==> config.mk <==
export PLATFORM = sky130hd
export DESIGN_NAME = dec138_rr_sched
export DESIGN_NICKNAME = d
export VERILOG_FILES = /design/src/rtl/dec138_sched_pkg.sv /design/src/rtl/rr_pick8.sv /design/src/rtl/dec138_rr_sched.sv
export SDC_FILE = /design/constraint.sdc
export NUM_CORES = 1
export LEC_CHECK = 0
export ABC_AREA = 1
export BUFFER_PORTS_ARGS = -buffer_cell sky130_fd_sc_hd__buf_2
export CORE_ASPECT_RATIO = 0.75
export CORE_UTILIZATION = 59
export DETAILED_ROUTE_END_ITERATION = 10
export PLACE_DENSITY = 0.86
export SETUP_SLACK_MARGIN = 0.15
export SYNTH_ARGS = -nofsm -noshare
export SYNTH_HDL_FRONTEND = slang
export SYNTH_HIERARCHICAL = 1
export SYNTH_SLANG_ARGS = --single-unit
==> constraint.sdc <==
create_clock -name clk_i -period 2.7 [get_ports clk_i]
set_input_delay 0.675 -clock clk_i [delete_from_list [all_inputs] [get_ports clk_i]]
set_output_delay 0.675 -clock clk_i [all_outputs]
set_load 0.03 [all_outputs]
==> src/rtl/dec138_sched_pkg.sv <==
// Shared types and constants for the 74138 round-robin scheduler.
// Enable patterns are packed as {g1, g2a_n, g2b_n}.
package dec138_sched_pkg;
    localparam int NUM_REQ = 8;
    localparam int IDX_W   = 3;

    typedef enum logic [1:0] {IDLE, SETUP, GRANT, GUARD} state_t;

    localparam logic [2:0] ENA_ON  = 3'b100;
    localparam logic [2:0] ENA_OFF = 3'b011;
endpackage

==> src/rtl/rr_pick8.sv <==
// Combinational round-robin picker: first set request scanning last+1, last+2, ... mod 8.
module rr_pick8
    import dec138_sched_pkg::*;
(
    input  logic [NUM_REQ-1:0] req,
    input  logic [IDX_W-1:0]   last,
    output logic [IDX_W-1:0]   win,
    output logic               any
);
    logic [IDX_W-1:0] idx;

    // Scan from farthest to nearest so the nearest hit after 'last' wins.
    always_comb begin
        win = last;
        idx = last;
        for (int i = NUM_REQ; i >= 1; i--) begin
            idx = last + IDX_W'(i);
            if (req[idx]) win = idx;
        end
    end

    assign any = |req;
endmodule

==> src/rtl/dec138_rr_sched.sv <==
// Round-robin scheduler sharing one 74138 decoder among 8 requesters, with
// break-before-make sequencing (SETUP before enabling, GUARD gap after each grant).
module dec138_rr_sched
    import dec138_sched_pkg::*;
#(
    parameter int unsigned GUARD_CYCLES = 2,
    parameter int unsigned MAX_HOLD     = 16
) (
    input  logic               clk_i,
    input  logic               rst_n_i,
    input  logic               en_i,
    input  logic [NUM_REQ-1:0] req_i,
    output logic               select_a_o,
    output logic               select_b_o,
    output logic               select_c_o,
    output logic               g1_en_o,
    output logic               g2a_en_n_o,
    output logic               g2b_en_n_o,
    output logic               grant_vld_o,
    output logic [IDX_W-1:0]   grant_idx_o,
    output logic               timeout_o
);
    localparam logic [7:0] HOLD_MAX  = 8'(MAX_HOLD);
    localparam logic [3:0] GUARD_LEN = 4'(GUARD_CYCLES);

    state_t           state_q, state_d;
    logic [IDX_W-1:0] sel_q, sel_d;
    logic [IDX_W-1:0] last_q, last_d;
    logic [7:0]       hold_q, hold_d;
    logic [3:0]       gcnt_q, gcnt_d;
    logic [2:0]       ena_q, ena_d;
    logic             vld_q, vld_d;
    logic             to_q, to_d;
    logic [IDX_W-1:0] win;
    logic             any;

    rr_pick8 u_pick (
        .req  (req_i),
        .last (last_q),
        .win  (win),
        .any  (any)
    );

    always_comb begin
        state_d = state_q;
        sel_d   = sel_q;
        last_d  = last_q;
        hold_d  = hold_q;
        gcnt_d  = gcnt_q;
        ena_d   = ENA_OFF;
        vld_d   = 1'b0;
        to_d    = 1'b0;
        case (state_q)
            IDLE: begin
                if (en_i && any) begin
                    sel_d   = win;
                    state_d = SETUP;
                end
            end
            SETUP: begin
                // Selects have been stable for a cycle; only now may the decoder turn on.
                if (en_i && req_i[sel_q]) begin
                    state_d = GRANT;
                    ena_d   = ENA_ON;
                    vld_d   = 1'b1;
                    last_d  = sel_q;
                    hold_d  = 8'd1;
                end else begin
                    state_d = IDLE;
                end
            end
            GRANT: begin
                if (!en_i || !req_i[sel_q]) begin
                    state_d = GUARD;
                    gcnt_d  = 4'd1;
                end else if (HOLD_MAX != 8'd0 && hold_q == HOLD_MAX) begin
                    state_d = GUARD;
                    gcnt_d  = 4'd1;
                    to_d    = 1'b1;
                end else begin
                    ena_d  = ENA_ON;
                    vld_d  = 1'b1;
                    hold_d = hold_q + 8'd1;
                end
            end
            GUARD: begin
                if (gcnt_q == GUARD_LEN) state_d = IDLE;
                else                     gcnt_d  = gcnt_q + 4'd1;
            end
            default: state_d = IDLE;
        endcase
    end

    always_ff @(posedge clk_i or negedge rst_n_i) begin
        if (!rst_n_i) begin
            state_q <= IDLE;
            sel_q   <= '0;
            last_q  <= '1;
            hold_q  <= '0;
            gcnt_q  <= '0;
            ena_q   <= ENA_OFF;
            vld_q   <= 1'b0;
            to_q    <= 1'b0;
        end else begin
            state_q <= state_d;
            sel_q   <= sel_d;
            last_q  <= last_d;
            hold_q  <= hold_d;
            gcnt_q  <= gcnt_d;
            ena_q   <= ena_d;
            vld_q   <= vld_d;
            to_q    <= to_d;
        end
    end

    assign {select_c_o, select_b_o, select_a_o} = sel_q;
    assign {g1_en_o, g2a_en_n_o, g2b_en_n_o}    = ena_q;
    assign grant_vld_o = vld_q;
    assign grant_idx_o = sel_q;
    assign timeout_o   = to_q;
endmodule

==> reports/metrics.yaml <==
status: "complete, but fails checks"
violations: "DRC"
ant_nets: 0
setup.worst_path.start_class: "flop"
io_pins: 22
synth_flop_cell: "dfrtp_1"
fp.dieH_um: 53.5
cp_max_fo: 10
postCtsHoldBufs: 0
htree_levels: 1
grt_pass1_wl_mm: 7.62
use_met3_pct: 4.95
ir_drop_v: 0.000926
syn2layout_area_growth_pct: 6.96
antenna_found_initial: 0
avgSynthCellArea_um2: 6.75
grt-ovfl-total: 0
cts_sinks: 23
slew_headroom_pct: 65.5
synthesis.area_um2: 2080
fin_worst_skew_ns: 0.00341
slew_violations: 0
dp.cells: 362
cts_tree: "built"
drv_cap: 0
drt_iter0_drc: 160
yosysSeqAreaShare_pct: 27.9
antennaDiodeCount: 0
fin_crit_sh_pct: 89.4
rsz0062_at_grt: "false"
synth_edf_count: 0
drive_gt1_share_pct: 21.0
worst_ep_arrival_time_ns: 2.56
ys_ff_latch: 23
clock_path_buffers: 2
hp-class: "input pin to asynchronous set/reset pin"
via_per_inst: 5.58
grt_pass1_vias: 1652
path_class: "flop to flop"
dp_hpwl_mm: 3.64
clkLatencyLatePin_ns: 0.26
track_usage_pct: 26.2
die_area_um2: 3780
final_nets: 351
stdcell_area_um2: 2230
core_um2: 3330
busiest_layer: "met1"
power_uw: 3190
final_util_pct: 66.9
leakagePower_uw: 0.00120
worst_slew_pin_slew_ns: 0.518
routed_wl_mm: 4.75
grt_use_met1_pct: 39.8
numCtsBuffers: 3
cts_root_buffer: "clkbuf_8"
row_count: 18
grt_max_degree: 24
powerDensity_nw_per_um2: 1430
cts.repair.resized: 0
setup_viol: 0
crit_chain: "inv_8 > ha_1 > inv_2 > nand3_1 > nand3_1 > nand2_1 > inv_1 > nand2_1 > nand2_1 > nand2_1 > nand2_2 > nand2_1 > nand2_1 > nand2_1 > inv_1 > nor2_1 > a21oi_1"
cp_slowest_cell: "dfstp_2"
port_buffers: 21
dpl-instance-area_um2: 2170
fmax_mhz: 414
vias: 2055
synth_warnings: 6
stdcell_count: 368
nFillCells: 282
place_congestion: 0.870
use_met2_pct: 38.8
cp-end-kind: "flop"
yosysUniqueCellTypes: 35
drc: 2
syn_inst: 309
period_needed_ns: 2.41
synthArstFlopShare_pct: 100
die_x_um: 70.6
hold_viol_final: 0
slowest_delay_ns: 0.64
setup_tns_ns: 0
cpMostUsedCell: "nand2_1"
first_pass_iters: 8
synth_fp_nets: 331
clkTransAtPathRegs_ns: 0.08
wl_per_cell_um: 12.9
required_ns: 2.85
start_util_pct: 62.5
cell usage after synthesis, types with 4 or more instances:
library cell / instances / area [µm²]
o21ai_0: 9 / 45.0
inv_2: 7 / 26.3
ha_1: 11 / 138
nand3_2: 6 / 60.1
dfstp_2: 4 / 105
buf_4: 6 / 45.0
nor2_1: 20 / 75.1
dfrtp_1: 19 / 475
a21oi_1: 8 / 40.0
nand3_1: 45 / 225
inv_1: 33 / 124
nand2_1: 93 / 349
xor2_1: 5 / 43.8
nand2_2: 10 / 62.6
power by group:
part / total [µW] / switching [µW] / internal (µW) / leakage, µW
Clock: 216 / 113 / 103 / 0.0000255
Combinational: 2340 / 1550 / 790 / 0.000892
Sequential: 637 / 156 / 482 / 0.000287
Total: 3190 / 1810 / 1370 / 0.00120
cell usage in the layout, fill, tap and decap left out:
| master | n |
|---|---|
| o21ai_2 | 2 |
| nand2_1 | 93 |
| nand3b_1 | 1 |
| buf_2 | 21 |
| nand3_1 | 45 |
| xnor2_1 | 2 |
| buf_4 | 3 |
| or2_2 | 1 |
| and2_4 | 1 |
| clkinv_2 | 1 |
| a21oi_1 | 8 |
| xor2_1 | 5 |
| o211ai_1 | 1 |
| a31o_2 | 1 |
| nor2_4 | 1 |
| nand2_4 | 2 |
| nor3b_1 | 1 |
| nor2_2 | 3 |
| o21ai_1 | 2 |
| nor2_1 | 20 |
| inv_2 | 7 |
| xnor2_2 | 1 |
| nor3_1 | 1 |
| ha_1 | 11 |
| nand3_2 | 6 |
| nand2_2 | 10 |
| o21ai_0 | 9 |
| nand4_1 | 3 |
| inv_1 | 33 |
| a22oi_1 | 1 |
| clkbuf_8 | 3 |
| clkinv_1 | 1 |
| inv_8 | 1 |
| dfstp_2 | 4 |
| nor4_1 | 3 |
| dfrtp_1 | 19 |
| a21boi_2 | 1 |
metrics by stage:
step           setup slack [ns]  hold slack, ns
2_1_floorplan             0.557           0.379
3_3_place_gp              0.408           0.522
3_5_place_dp              0.311           0.536
4_1_cts                   0.295           0.396
5_1_grt                   0.106           0.414
6_report                  0.286           0.375
layout make-up:
type | instances | area, µm² | area share [%]
clock buffers | 3 | 41.3 | 1.85
flip-flops and latches | 23 | 581 | 26.0
well taps | 40 | 50.0 | 2.24
clock inverters | 1 | 5.00 | 0.224
multi-input cells | 235 | 1260 | 56.5
inverters | 42 | 165 | 7.41
repair buffers | 24 | 128 | 5.72
logic make-up after synthesis:
group | synth area share [%]
and+or+nand+nor | 43.0
buffers and inverters | 11.7
AOI/OAI and AO/OA | 7.08
DFF | 27.9
adders and majority gates | 6.60
xor gates and xnor gates | 3.72
state kept, by name, summed over array words and instances (netlist names), named ones only:
signal       cells
timeout_o        1
hold_q           8
last_q           3
state_q          1
gcnt_q           4
grant_idx_o      3
ena_q            2
critical path: cells and delay by family, from the launching register on:
family,cells,cell delay [ns]
AOI/OAI and AO/OA,1,0.06
adders and majority gates,1,0.41
buffers and inverters,4,0.25
DFF,1,0.64
and+or+nand+nor,11,0.93
path summary, 6_finish.rpt:
check	startpoint	slack (ns)	depth (start not counted)	to
max in group asynchronous	rst_n_i	1.96	1	ena_q[1]
min in group clk_i	gcnt_q[3]	0.55	2	gcnt_q[3]
max	last_q[0]	0.29	17	grant_idx_o[0]
max reg2reg	last_q[0]	0.29	17	grant_idx_o[0]
min reg2reg	gcnt_q[3]	0.55	2	gcnt_q[3]
min	rst_n_i	0.38	1	ena_q[2]
layer usage:
layer / routed length, µm / up-vias
met1: 2310 / 944
met4: 24 / 0
met2: 2040 / 81
met3: 386 / 4
met5: 0 / -
li1: - / 1026
what timing repair did:
item,in CTS,in global routing
setup buffers,0,2
endpoints found under the setup margin,0,3
hold endpoints to repair,0,0
(Power assumes the default switching activity.)
